### src/rtl/gray_codec_pipe_pkg.sv
// Shared definitions for the pipelined Gray<->binary codec: mode encodings and
// the chunk-size helper used to split the XOR prefix chain across stages.
package gray_codec_pipe_pkg;

  localparam logic MODE_G2B = 1'b0;
  localparam logic MODE_B2G = 1'b1;

  function automatic int ceil_div(input int num, input int den);
    return (num + den - 1) / den;
  endfunction

endpackage

### src/rtl/gray_codec_pipe_if.sv
// Valid/ready stream bundle for the codec: input beat side and result side.
interface gray_codec_pipe_if #(
  parameter int BIT_WIDTH = 8
);

  logic                 in_valid;
  logic                 in_ready;
  logic                 in_mode;
  logic [BIT_WIDTH-1:0] in_data;
  logic                 out_valid;
  logic                 out_ready;
  logic                 out_mode;
  logic [BIT_WIDTH-1:0] out_data;

  modport master (
    output in_valid, in_mode, in_data, out_ready,
    input  in_ready, out_valid, out_mode, out_data
  );

  modport slave (
    input  in_valid, in_mode, in_data, out_ready,
    output in_ready, out_valid, out_mode, out_data
  );

endinterface

### src/rtl/gray_codec_pipe_stage.sv
// One codec pipeline stage: resolves its MSB-first chunk of the Gray->binary
// prefix chain (or the whole binary->Gray word in stage 0) and holds the beat.
module gray_codec_stage
  import gray_codec_pipe_pkg::*;
#(
  parameter int BIT_WIDTH = 8,
  parameter int CHUNK     = 4,
  parameter int STAGE_IDX = 0
) (
  input  logic                 clk,
  input  logic                 rst_n,
  input  logic                 prev_valid,
  input  logic                 prev_mode,
  input  logic [BIT_WIDTH-1:0] prev_data,
  input  logic                 prev_carry,
  input  logic                 next_ready,
  output logic                 valid,
  output logic                 mode,
  output logic [BIT_WIDTH-1:0] data,
  output logic                 carry,
  output logic                 ready
);

  // Chunk bounds; HI goes negative for trailing stages that have nothing left to resolve.
  localparam int HI     = BIT_WIDTH - 1 - STAGE_IDX * CHUNK;
  localparam int LO_RAW = BIT_WIDTH - (STAGE_IDX + 1) * CHUNK;
  localparam int LO     = (LO_RAW < 0) ? 0 : LO_RAW;

  logic                 valid_r;
  logic                 mode_r;
  logic                 carry_r;
  logic [BIT_WIDTH-1:0] data_r;
  logic [BIT_WIDTH-1:0] data_nxt_s;
  logic                 carry_nxt_s;
  logic                 load_s;

  assign ready  = !valid_r || next_ready;
  assign load_s = prev_valid && ready;

  // Chunk conversion: bits above the chunk are already binary, bits below stay Gray.
  always_comb begin
    data_nxt_s  = prev_data;
    carry_nxt_s = prev_carry;
    if (prev_mode == MODE_B2G) begin
      if (STAGE_IDX == 0) begin
        data_nxt_s = prev_data ^ (prev_data >> 1);
      end else begin
        data_nxt_s = prev_data;
      end
    end else begin
      for (int i = BIT_WIDTH - 1; i >= 0; i--) begin
        if ((i <= HI) && (i >= LO)) begin
          carry_nxt_s   = carry_nxt_s ^ prev_data[i];
          data_nxt_s[i] = carry_nxt_s;
        end else begin
          data_nxt_s[i] = prev_data[i];
        end
      end
    end
  end

  // Stage register: load on accept, empty when the beat leaves with nothing behind it.
  always_ff @(posedge clk or negedge rst_n) begin
    if (!rst_n) begin
      valid_r <= 1'b0;
      mode_r  <= 1'b0;
      carry_r <= 1'b0;
      data_r  <= '0;
    end else if (load_s) begin
      valid_r <= 1'b1;
      mode_r  <= prev_mode;
      carry_r <= carry_nxt_s;
      data_r  <= data_nxt_s;
    end else if (next_ready) begin
      valid_r <= 1'b0;
    end
  end

  assign valid = valid_r;
  assign mode  = mode_r;
  assign data  = data_r;
  assign carry = carry_r;

endmodule

### src/rtl/gray_codec_pipe.sv
// Pipelined Gray<->binary converter: STAGES chained codec stages with a
// backward ready chain so bubbles collapse and stalls never drop a beat.
module gray_codec_pipe
  import gray_codec_pipe_pkg::*;
#(
  parameter int BIT_WIDTH = 8,
  parameter int STAGES    = 2
) (
  input logic               clk,
  input logic               rst_n,
  gray_codec_pipe_if.slave  bus
);

  localparam int CHUNK = ceil_div(BIT_WIDTH, STAGES);

  logic unused_carry_s;

  for (genvar k = 0; k < STAGES; k++) begin : g_stage
    logic                 valid_s;
    logic                 mode_s;
    logic                 carry_s;
    logic                 ready_s;
    logic [BIT_WIDTH-1:0] data_s;
    logic                 prev_valid_s;
    logic                 prev_mode_s;
    logic                 prev_carry_s;
    logic [BIT_WIDTH-1:0] prev_data_s;
    logic                 next_ready_s;

    if (k == 0) begin : g_first
      assign prev_valid_s = bus.in_valid;
      assign prev_mode_s  = bus.in_mode;
      assign prev_data_s  = bus.in_data;
      assign prev_carry_s = 1'b0;
    end else begin : g_chain
      assign prev_valid_s = g_stage[k-1].valid_s;
      assign prev_mode_s  = g_stage[k-1].mode_s;
      assign prev_data_s  = g_stage[k-1].data_s;
      assign prev_carry_s = g_stage[k-1].carry_s;
    end

    if (k == STAGES - 1) begin : g_last
      assign next_ready_s = bus.out_ready;
    end else begin : g_next
      assign next_ready_s = g_stage[k+1].ready_s;
    end

    gray_codec_stage #(
      .BIT_WIDTH (BIT_WIDTH),
      .CHUNK     (CHUNK),
      .STAGE_IDX (k)
    ) u_stage (
      .clk        (clk),
      .rst_n      (rst_n),
      .prev_valid (prev_valid_s),
      .prev_mode  (prev_mode_s),
      .prev_data  (prev_data_s),
      .prev_carry (prev_carry_s),
      .next_ready (next_ready_s),
      .valid      (valid_s),
      .mode       (mode_s),
      .data       (data_s),
      .carry      (carry_s),
      .ready      (ready_s)
    );
  end

  // The final carry has no consumer; the result word already holds every resolved bit.
  assign unused_carry_s = g_stage[STAGES-1].carry_s;

  assign bus.in_ready  = g_stage[0].ready_s;
  assign bus.out_valid = g_stage[STAGES-1].valid_s;
  assign bus.out_mode  = g_stage[STAGES-1].mode_s;
  assign bus.out_data  = g_stage[STAGES-1].data_s;

endmodule

### src/flat_wrapper.sv
// flat-port wrapper written by rule: the top's interface ports become plain ports
module gray_codec_pipe_flat import gray_codec_pipe_pkg::*;
#(
  parameter int BIT_WIDTH = 8,
  parameter int STAGES    = 2
)
  (clk, rst_n, bus_in_valid, bus_in_mode, bus_in_data, bus_out_ready, bus_in_ready, bus_out_valid, bus_out_mode, bus_out_data);
  gray_codec_pipe_if #(.BIT_WIDTH(BIT_WIDTH)) bus_i ();
  input logic clk;
  input logic rst_n;
  input wire logic [$bits(bus_i.in_valid)-1:0] bus_in_valid;
  input wire logic [$bits(bus_i.in_mode)-1:0] bus_in_mode;
  input wire logic [$bits(bus_i.in_data)-1:0] bus_in_data;
  input wire logic [$bits(bus_i.out_ready)-1:0] bus_out_ready;
  output wire logic [$bits(bus_i.in_ready)-1:0] bus_in_ready;
  output wire logic [$bits(bus_i.out_valid)-1:0] bus_out_valid;
  output wire logic [$bits(bus_i.out_mode)-1:0] bus_out_mode;
  output wire logic [$bits(bus_i.out_data)-1:0] bus_out_data;
  assign bus_i.in_valid = bus_in_valid;
  assign bus_i.in_mode = bus_in_mode;
  assign bus_i.in_data = bus_in_data;
  assign bus_i.out_ready = bus_out_ready;
  assign bus_in_ready = bus_i.in_ready;
  assign bus_out_valid = bus_i.out_valid;
  assign bus_out_mode = bus_i.out_mode;
  assign bus_out_data = bus_i.out_data;
  gray_codec_pipe #(.BIT_WIDTH(BIT_WIDTH), .STAGES(STAGES)) u_core (.clk(clk), .rst_n(rst_n), .bus(bus_i));
endmodule
### config.mk
export PLATFORM = sky130hd
export DESIGN_NAME = gray_codec_pipe_flat
export DESIGN_NICKNAME = d
export VERILOG_FILES = /design/src/rtl/gray_codec_pipe_pkg.sv /design/src/rtl/gray_codec_pipe_if.sv /design/src/rtl/gray_codec_pipe_stage.sv /design/src/rtl/gray_codec_pipe.sv /design/src/flat_wrapper.sv
export SDC_FILE = /design/constraint.sdc
export NUM_CORES = 1
export LEC_CHECK = 0
export ABC_AREA = 1
export CAP_MARGIN = 25
export CORE_MARGIN = 1.5
export CORE_UTILIZATION = 25
export CTS_CLUSTER_DIAMETER = 150
export DETAILED_ROUTE_END_ITERATION = 8
export RECOVER_POWER = 25
export SYNTH_ARGS = -nofsm -noshare
export SYNTH_HDL_FRONTEND = slang
export SYNTH_SLANG_ARGS = --single-unit
### constraint.sdc
create_clock -name clk -period 1.7 [get_ports clk]
set_clock_uncertainty 0.15 [all_clocks]
set_input_delay 0.34 -clock clk [delete_from_list [all_inputs] [get_ports clk]]
set_output_delay 0.34 -clock clk [all_outputs]
set_load 0.005 [all_outputs]
==> metrics <==
Ports 24; number of synthesized flops with an enable pin 0; TritonCTS clock tree yes; total grt overflow 0; CTS HTree Levels 1; sequential fraction of the synthesis area 0.492; vias in the first global route roughly 830; clk buf depth 2; Post-Route WL approximately 2000 µm; ys async rst share 1.00; hold_sp u_core.g_stage[1].u_stage.mode; die height 68.4 µm; post-route minimum period between 1.5 and 2 ns; vias between 800 and 900; Worst-Margin Slew between 0.4 and 0.5 ns; R2R Path End u_core.g_stage[0].u_stage.data[4]; worst path cell trace clkdlybuf4s50_1 -> inv_1 -> nand3_4 -> dlygate4sd2_1; Hold Slack 0.324 ns; CTS buffer count 3; syn_area_per_cell approximately 8.8 µm²; Area after DPL approximately 0.0014 mm²; Layout Cells excl Fill 209; fraction of layout cells with a size suffix above 1 0.208; Detailed Place HPWL 1590 µm; largest net degree at the start of global routing 22; Antenna Cells 0; cell area after layout between 0.001 and 0.0015 mm²; GRT Total Usage 0.101; post-place setup slack -0.217 ns; Max Cap Viol 0; starting density of the core 0.263; slowest stage delay, CP 0.40 ns; crit-path max FO 2; peak supply drop approximately 270 µV; placed cells 204; met2 GRT Util 0.172; CTS sink count 21; GRT busiest layer met2; # rows 23; CP arrival between 1 and 1.5 ns; post-synth net total 134; met3 global-route usage 0.00987; worst hold path stage count 2; reg2reg setup slack 0.27 ns; routed wire length per instance about 9.7 µm; post-synth design cell area around 0.0011 mm²; Area Overhead vs Synth 39.1%; Ys Warns 0; # setup viols final 0; root buf cell clkbuf_8; FF-to-FF Start u_core.g_stage[1].u_stage.valid; Final Slew Violations 0; initial antenna violation count 0; clock slew at reported path FFs 0.07 ns; RSZ-0062 raised after global routing false; worst reg2reg path depth 8; Port Buffers 23; min setup slack post-route between 0.03 and 0.04 ns; synthesized flop and latch total 21; Hold Crit Endpoint u_core.g_stage[1].u_stage.mode; drc violations 0; CP endpoint kind output pin; P_leak between 0.0006 and 0.0007 µW; initial drt markers 46; fin crit share 0.978; DR pass1 iterations 4; worst hold path class flip-flop to flip-flop; Die Width about 68 µm; Setup TNS Final 0 ns; Die Area roughly 0.0047 mm²; status completed; critical path class input pin to output pin; Relative slew margins 0.674; NumNets Final 173; Distinct cells, synth 23; Req. time, crit path ~1.2 ns; Skew-Pair Late Insertion Delay 0.25 ns; Power Density 1060 mW/mm²; post-synthesis cell count 121; Most used DFF post-synth dfrtp_1; gpl congestion a little under 0.8; Fin. Hold Viols 0; global-route wire length before repair between 3000 and 4000 µm; DRT antenna net count 0; Max Freq around 600 MHz; Critical Path Start Type input pin; vias per inst between 4 and 5; core area slightly above 0.004 mm²; met1 usage 0.125; CP max-delay cell clkdlybuf4s50_1
-- through the flow --
step	total power, µW	util
6_report	1570	0.366
5_1_grt	1710	0.366
4_1_cts	1600	0.367
3_3_place_gp	1260	0.354
2_1_floorplan	985	-
3_5_place_dp	1270	0.354
-- repair_timing --
action | in CTS | in global routing
hold buffers | 0 | 0
setup endpoints to repair | 2 | 0
setup buffers | 1 | 0
hold endpoints to repair | 0 | 0
gates resized for setup | 2 | 0
-- final cells by class --
class / instances / area (µm²)
Fill cell: 439 / 2570
Sequential cell: 21 / 527
Multi-Input combinational cell: 88 / 492
Timing Repair Buffer: 35 / 317
Tap cell: 50 / 62.6
Clock buffer: 4 / 45.0
Inverter: 11 / 43.8
-- cells in the final DEF, fill, tap and decap left out, types with 3 or more instances in the layout --
master | netlist | layout
nand2_2 | 3 | 3
dfrtp_1 | 21 | 20
nand3_1 | 6 | 6
buf_4 | 1 | 11
clkbuf_8 | 0 | 3
nor2_1 | 3 | 3
o21ai_0 | 7 | 7
nand2_1 | 44 | 44
nand3_2 | 4 | 4
xor2_1 | 5 | 5
xnor2_1 | 3 | 3
inv_1 | 8 | 8
clkdlybuf4s50_1 | 0 | 21
-- state kept, by name, indices dropped and copies added (netlist names) --
name                          cells
u_core.g_stage.u_stage.data      16
u_core.g_stage.u_stage.mode       2
u_core.g_stage.u_stage.valid      2
u_core.g_stage.u_stage.carry      1
-- worst max path at each step --
stage,start,cells past startpoint,to,slack [ns]
6_report,bus_out_ready,4,bus_in_ready,0.04
5_1_grt,bus_out_ready,4,bus_in_ready,0.006
4_1_cts,bus_out_ready,4,bus_in_ready,0.03
3_5_place_dp,bus_out_ready,4,bus_in_ready,-0.22
3_3_place_gp,bus_out_ready,4,bus_in_ready,-0.21
2_1_floorplan,u_core.g_stage[1].u_stage.valid,4,u_core.g_stage[1].u_stage.data[2],0.45
-- routing by layer --
layer	part of all wire	vias up	wire, µm
met5	0	-	0
met2	0.48	19	967
met4	0.0059	0	12
met3	0.034	2	69
li1	-	462	-
met1	0.48	369	976
-- cell usage after synthesis (3+ instances only) --
cell	n	area (µm²)
dfrtp_1	21	526
inv_1	8	30.0
nand2_1	44	165
nand2_2	3	18.8
nand3_1	6	30.0
nand3_2	4	40.0
nor2_1	3	11.3
o21ai_0	7	35.0
xnor2_1	3	26.3
xor2_1	5	43.8
-- worst max-delay path, delay by kind of cell --
kind / cells / cell delay, ns
simple gates: 1 / 0.07
buf+inv: 3 / 0.76
-- report_power, final --
group	switching [µW]	internal (µW)
sequential	79.9	622
combinational	255	302
clock	149	167
total	484	1090
-- cell families after synthesis --
group	Yosys count	share of synthesized area
AO/OA/AOI/OAI	17	0.109
XOR/XNOR	8	0.0656
buffers and inverters	12	0.0480
flip-flops	21	0.492
AND/OR/NAND/NOR	63	0.286
(Power assumes the default switching activity.)
